===== config.mk =====
export PLATFORM = sky130hd
export DESIGN_NAME = lidar_point_packer
export DESIGN_NICKNAME = d
export VERILOG_FILES = /design/src/rtl/lidar_point_packer.sv
export SDC_FILE = /design/constraint.sdc
export NUM_CORES = 1
export LEC_CHECK = 0
export ABC_AREA = 1
export CAP_MARGIN = 5
export CORE_AREA = 2 2 268 270
export DETAILED_ROUTE_END_ITERATION = 16
export DIE_AREA = 0 0 270 272
export HOLD_SLACK_MARGIN = 0.02
export PLACE_DENSITY = 0.66
export SLEW_MARGIN = 20
export SYNTH_ARGS = -nofsm -noshare
export SYNTH_HDL_FRONTEND = slang
export SYNTH_SLANG_ARGS = --single-unit

===== constraint.sdc =====
create_clock -name clk -period 4.15 [get_ports clk]
set_clock_uncertainty 0.2 [all_clocks]
set_input_delay 1.245 -clock clk [delete_from_list [all_inputs] [get_ports clk]]
set_output_delay 1.245 -clock clk [all_outputs]
set_load 0.01 [all_outputs]

===== src/rtl/lidar_point_packer.sv =====
// Range-filters a stream of 128-bit LiDAR points and packs survivors four at a time
// into a 512-bit frame, then runs the extractor's start/done handshake for that frame.
`timescale 1ns/1ps

module lidar_point_packer #(
    parameter logic [31:0] RANGE_MAX      = 32'd100000,
    parameter int unsigned TIMEOUT_CYCLES = 1048576
) (
    input  logic         clk,
    input  logic         rst_n,
    input  logic         pt_valid,
    output logic         pt_ready,
    input  logic [127:0] pt_data,
    input  logic         pt_last,
    output logic         ext_start,
    input  logic         ext_done,
    output logic [511:0] point_cloud,
    output logic [2:0]   frame_pts,
    output logic [15:0]  drop_count,
    output logic [15:0]  frame_count,
    output logic         timeout_err,
    output logic         busy
);

    typedef enum logic [1:0] {
        FILL,
        LAUNCH,
        RELEASE
    } state_e;

    localparam int TW = (TIMEOUT_CYCLES > 1) ? $clog2(TIMEOUT_CYCLES) : 1;
    localparam logic [TW-1:0] TMO_LAST = TW'(TIMEOUT_CYCLES - 1);

    state_e         state_q;
    logic [127:0]   buf_q [4];
    logic [2:0]     fill_cnt_q;
    logic [2:0]     frame_pts_q;
    logic [15:0]    drop_count_q;
    logic [15:0]    frame_count_q;
    logic [TW-1:0]  tmo_cnt_q;
    logic           pt_ready_q;
    logic           ext_start_q;
    logic           timeout_err_q;
    logic           busy_q;

    // -2^31 has no positive magnitude in 32 bits, so it is rejected outright.
    function automatic logic coord_ok(input logic [31:0] v);
        logic [31:0] mag;
        mag = v[31] ? (~v + 32'd1) : v;
        return (v != 32'h8000_0000) && ($signed(mag) <= $signed(RANGE_MAX));
    endfunction

    logic       accept;
    logic       keep;
    logic [2:0] kept_cnt;
    logic       close;

    always_comb begin
        accept   = pt_valid && pt_ready_q && (state_q == FILL);
        keep     = coord_ok(pt_data[127:96]) && coord_ok(pt_data[95:64])
                   && coord_ok(pt_data[63:32]);
        kept_cnt = fill_cnt_q + {2'b00, keep};
        close    = accept && (pt_last || (kept_cnt == 3'd4));
    end

    always_ff @(posedge clk or negedge rst_n) begin
        if (!rst_n) begin
            state_q       <= FILL;
            // NOTE: the frame buffer is reset because it drives point_cloud directly,
            // which must read zero out of reset; pure storage would not need this.
            for (int k = 0; k < 4; k++) buf_q[k] <= '0;
            fill_cnt_q    <= '0;
            frame_pts_q   <= '0;
            drop_count_q  <= '0;
            frame_count_q <= '0;
            tmo_cnt_q     <= '0;
            pt_ready_q    <= 1'b0;
            ext_start_q   <= 1'b0;
            timeout_err_q <= 1'b0;
            busy_q        <= 1'b0;
        end else begin
            case (state_q)
                FILL: begin
                    // NOTE: the default here is overridden by the later close branch;
                    // with non-blocking assignments the last one in the block wins.
                    pt_ready_q <= 1'b1;
                    if (accept) begin
                        if (keep) begin
                            buf_q[fill_cnt_q[1:0]] <= pt_data;
                            fill_cnt_q             <= kept_cnt;
                        end else if (drop_count_q != 16'hFFFF) begin
                            drop_count_q <= drop_count_q + 16'd1;
                        end
                        // A pt_last on an empty frame closes nothing.
                        if (close && (kept_cnt != 3'd0)) begin
                            state_q     <= LAUNCH;
                            frame_pts_q <= kept_cnt;
                            pt_ready_q  <= 1'b0;
                            ext_start_q <= 1'b1;
                            busy_q      <= 1'b1;
                            tmo_cnt_q   <= '0;
                        end
                    end
                end
                LAUNCH: begin
                    if (ext_done) begin
                        frame_count_q <= frame_count_q + 16'd1;
                        ext_start_q   <= 1'b0;
                        state_q       <= RELEASE;
                    end else if (tmo_cnt_q == TMO_LAST) begin
                        timeout_err_q <= 1'b1;
                        ext_start_q   <= 1'b0;
                        state_q       <= RELEASE;
                    end else begin
                        tmo_cnt_q <= tmo_cnt_q + TW'(1);
                    end
                end
                RELEASE: begin
                    if (!ext_done) begin
                        state_q     <= FILL;
                        pt_ready_q  <= 1'b1;
                        busy_q      <= 1'b0;
                        fill_cnt_q  <= '0;
                        frame_pts_q <= '0;
                        for (int k = 0; k < 4; k++) buf_q[k] <= '0;
                    end
                end
                default: state_q <= FILL;
            endcase
        end
    end

    assign point_cloud = {buf_q[3], buf_q[2], buf_q[1], buf_q[0]};
    assign pt_ready    = pt_ready_q;
    assign ext_start   = ext_start_q;
    assign frame_pts   = frame_pts_q;
    assign drop_count  = drop_count_q;
    assign frame_count = frame_count_q;
    assign timeout_err = timeout_err_q;
    assign busy        = busy_q;

endmodule


### Word level (Yosys, flattened, before mapping)

Cells that the tools add are included.

| word-level totals | value |
|---|---|
| register bits | 576 |
| bits of input ports | 133 |
| logic and storage cells | 110 |
| output and inout bits | 551 |

| operators by class | value |
|---|---|
| eq/ne operators | 15 |
| $add $sub $neg | 7 |
| bitwise operators | 6 |
| reduce and logical (&&, ||, !) cells | 24 |
| muxes and demuxes | 39 |
| $lt $le $gt $ge | 5 |

Operators with widths:

| operator | number |
|---|---|
| 2-to-1 mux 512 bit | 3 |
| case mux 512 bit (2 select lines) | 1 |
| bitwise mux 512 bit | 1 |
| demux 128 bit (select 2 bit) | 1 |
| 2-to-1 mux 128 bit | 1 |
| adder 32 x 1 -> 32 bit (second input constant) | 3 |
| less-or-equal comparator 32 x 18 -> 1 bit (second input constant) | 3 |
| 2-to-1 mux 32 bit | 3 |
| != test 32 bit (second input constant) | 3 |
| NOT 32 bit | 3 |
| 2-to-1 mux 20 bit | 4 |
| case mux 20 bit (2 select lines) | 1 |
| adder 16 x 1 -> 16 bit (second input constant) | 2 |
| adder 20 x 1 -> 20 bit (second input constant) | 1 |
| == test 20 bit (second input constant) | 1 |
| AND reduction 4 bit | 5 |
| != test 16 bit (second input constant) | 1 |
| 2-to-1 mux 3 bit | 5 |
| case mux 3 bit (2 select lines) | 2 |
| logical AND 1 bit | 10 |
| 2-to-1 mux 2 bit | 5 |
| != test 2 bit (second input constant) | 5 |
| 2-to-1 mux 1 bit | 8 |
| case mux 1 bit (2 select lines) | 3 |
| 18 further kinds | 21 |

### Longest topological paths before layout

| depth | value |
|---|---|
| depth after elaboration | 15 |
| mapped depth | 36 |

### Least setup slack after synthesis

No wires, ideal clock.

| timing | value |
|---|---|
| path type | input to register |
| start | input pt_data[64] |
| end | register tmo_cnt_q[16] |
| cell stages on the path | 30 |
| slack | -0.902 ns |
| buffers on the path | 0 |
| arrival time | 4.721 ns |
| path through | inv_1 > ha_1 > nand2_1 > nor2_2 > nand3_1 > nand2_2 > nand3_1 > nand2_1 > nand2_1 > clkinv_1 > nand2_1 > nor2_1 > nand3_1 > o21ai_1 > nand3_1 > inv_1 > ha_1 > ha_1 > nor2_1 > o21ai_0 > nor2_2 > inv_1 > nand2_1 > inv_1 > nor2_1 > nand4_1 > nor2_1 > inv_1 > o21ai_0 > a21oi_1 |

| between the ends | value |
|---|---|
| cells in the longest elaborated chain, start to end | 14 |

RTL lines:

| item | line | RTL |
|---|---|---|
| from (decl) | 13 | `input logic [127:0] pt_data,` |
| NOT 32 bit | 49 | `mag = v[31] ? (~v + 32'd1) : v;` |
| adder 32 x 1 -> 32 bit | 49 |  |
| 2-to-1 mux 32 bit | 49 |  |
| less-or-equal comparator 32 x 18 -> 1 bit | 50 | `return (v != 32'h8000_0000) && ($signed(mag) <= $signed(RANGE_MAX));` |
| logical AND 1 bit (*) | 50 |  |
| logical AND 1 bit (*) | 60 | `keep = coord_ok(pt_data[127:96]) && coord_ok(pt_data[95:64])` |
| logical AND 1 bit (*) | 61 | `&& coord_ok(pt_data[63:32]);` |
| adder 3 x 1 -> 3 bit (*) | 62 | `kept_cnt = fill_cnt_q + {2'b00, keep};` |
| == test 3 bit | 63 | `close = accept && (pt_last \|\| (kept_cnt == 3'd4));` |
| logical OR 1 bit | 63 |  |
| logical AND 1 bit | 63 |  |
| logical AND 1 bit (*) | 95 | `if (close && (kept_cnt != 3'd0)) begin` |
| != test 2 x 1 -> 1 bit (no line) (*) | - |  |
| AND reduction 5 bit (no line) (*) | - |  |
| to (signal assigned) | 115 | `tmo_cnt_q <= tmo_cnt_q + TW'(1);` |
| to (decl) | 40 | `logic [TW-1:0] tmo_cnt_q;` |

Mark *: on every way between the ends. The rest lies on a longest branch, timed or not.
A chain may end at the register's enable or synchronous reset.

### Worst setup path after layout

| timing | value |
|---|---|
| start | input pt_data[64] |
| end | register tmo_cnt_q[13] |

Same word-level chain as after synthesis.

==> results_dict.tcl <==
set metrics [dict create \
    io_pins 684 \
    portBuffers 683 \
    cts-buffers-inserted 68 \
    fp.dieW_microns 270 \
    crit_type "in2reg" \
    holdWs_ps 266 \
    grt_max_degree 90 \
    ys_warn_count 0 \
    cts_max_path_buffers 3 \
    hold_violations 0 \
    ys_ff_latch 576 \
    pre_cts_slack_ps -1350 \
    critPathMaxFanout 4 \
    dpl-instance-area_sq_um 38100 \
    max_freq_ghz 0.236 \
    dp.cells 5288 \
    start_kind "input port" \
    synth_area_sq_um 27600 \
    worst_pin_slew_ps 906 \
    synth_edf_count 0 \
    synth.largest_area_cell "dfrtp_1" \
    first_iter_violations 2673 \
    outcome "finished, violations left" \
    drv_slew 0 \
    wl_per_cell_microns 19.8 \
    synth_common_cells "1454 x nand2_1, 576 x dfrtp_1, 416 x nand4_1" \
    layout.nets 4580 \
    arrival_ps 4560 \
    crit_slowest_cell "ha_4" \
    vias 28355 \
    end_kind "flip-flop" \
    peakVddDrop_v 0.000303 \
    slowest_delay_ps 270 \
    die-area_sq_um 73400 \
    yosysMostFrequentCell "nand2_1" \
    p_per_area_nw_per_um2 325 \
    grt_util_all_layers_pct 28.7 \
    start_util_pct 39.0 \
    ant_nets 0 \
    final_area_sq_um 41500 \
    grt_setup_unrepaired "true" \
    tns_ps -288 \
    drt_first_pass_iters 5 \
    core_sq_um 70800 \
    vias_per_cell 5.20 \
    yosys_most_used_dff "dfrtp_1" \
    fin_util_pct 58.7 \
    area_delta_synth_final_pct 50.6 \
    clockRootBuffer "clkbuf_16" \
    cts_tree "done" \
    failed_checks "negative setup slack" \
    synth_top_cells_by_area "dfrtp_1 52%, nand2_1 20%, nand4_1 9.4%" \
    antenna_found_initial 13 \
    syn_inst 3513 \
    finalCritPeriodShare_pct 102 \
    rows 98 \
    hpwlAfterDp_microns 78300 \
    route.detailed.drc 0 \
    relSlewSlack_pct 39.6 \
    fin_ws_ps -81.1 \
    hold_class "reg2reg" \
    yosysUniqueCellTypes 39 \
    gr-total-overflow 0 \
    die_height_microns 272 \
    synthArstFlopShare_pct 100 \
    htreeDepth 3 \
    yosysSeqAreaShare_pct 52.3 \
    min_period_ps 4230 \
    power.leakage_nw 21.4 \
    grt_pass1_vias 27150 \
    syn_avg_cell_area_sq_um 7.85 \
    setup_viol_count_final 6 \
    cts_sinks 576 \
    postCtsHoldBufs 0 \
    place.gp.congestion 0.927 \
    syn-num-nets 3653 \
    maxCapViolations 0 \
    clk_latency_ps 600 \
    wl_microns 108000 \
    grt_pass1_wl_microns 165000 \
    critPathMostFrequentCell "nand2_1" \
    synth_top_area_share_pct 52.3 \
    clk_pin_slew_worst_paths_ps 60 \
    layout.cells.non_filler 5455 \
    final_layout_size_suffix_gt1_share_pct 18.6 \
    required_ps 4480 \
    totalPowerFinal_mw 13.5 \
]
## worst max-delay path, delay by kind of cell
family          cells  cell delay (ps)
simple gates       21             1810
compound gates      4              350
fa+ha+maj           3              640
buf+inv             6              500
## area by class of cell
class                      instances  area, sq um
antenna                           13         32.5
timing repair buffer            1082        10400
inverter                         222          853
sequential                       576        14400
clock buffer                      97         1910
fill                            6473        29200
clock inverter                    25          410
multi-input combinational       2490        12300
tap                              950         1190
## placed cells by master, fill, tap and decap left out, types with 57 or more instances in the layout
cell	instances
dfrtp_1	576
nand4_1	416
buf_4	325
buf_12	57
clkbuf_16	69
clkdlybuf4s50_1	591
nor2_4	60
nand2_1	1396
nand3_1	105
nor2_1	203
inv_1	186
## power by group
part           internal [mW]  switching, mW
sequential              5.73         0.0888
combinational          0.615          0.797
clock                   3.75           2.51
## worst paths after layout
| kind | from | to | slack [ps] | cells past startpoint |
|---|---|---|---|---|
| setup / recovery | pt_data[64] | tmo_cnt_q[13]$_DFFE_PN0P_ | -80 | 34 |
| hold / removal | point_cloud[300]$_DFFE_PN0P_ | point_cloud[300]$_DFFE_PN0P_ | 270 | 2 |
| setup reg to reg | state_q[0]$_DFFE_PN0P_ | point_cloud[177]$_DFFE_PN0P_ | 1320 | 7 |
| hold reg to reg | point_cloud[300]$_DFFE_PN0P_ | point_cloud[300]$_DFFE_PN0P_ | 270 | 2 |
| max in group asynchronous | rst_n | point_cloud[167]$_DFFE_PN0P_ | 2490 | 2 |
| min in group asynchronous | rst_n | frame_count[10]$_DFFE_PN0P_ | 400 | 1 |
## state kept, by name (all words and copies together) (netlist names), 2 cells and up
signal       cells
point_cloud    512
state_q          2
tmo_cnt_q       20
frame_count     16
drop_count      16
frame_pts        3
fill_cnt_q       3
## per-layer routing
layer  routed length (microns)  share of wire, %  track usage, %
met4                      3690               3.4            10.2
met1                     45600                42            37.9
met3                      7270               6.7            5.51
met5                        13             0.012               0
met2                     51700                48            47.4
## timing repair
item,4_1_cts,5_1_grt
setup endpoints to repair,370,24
resized for setup,387,170
pin swaps,111,111
setup buffers,23,11
cloned,1,0
## cell families after synthesis
| family | share of synthesized area, % |
|---|---|
| AND/OR/NAND/NOR | 37.5 |
| flip-flops | 52.3 |
| buffers and inverters | 7.27 |
| AO/OA/AOI/OAI | 1.50 |
| XOR/XNOR | 1.11 |
| adder cells (fa/ha/maj) | 0.318 |
Power figures use the tool's default switching activity.
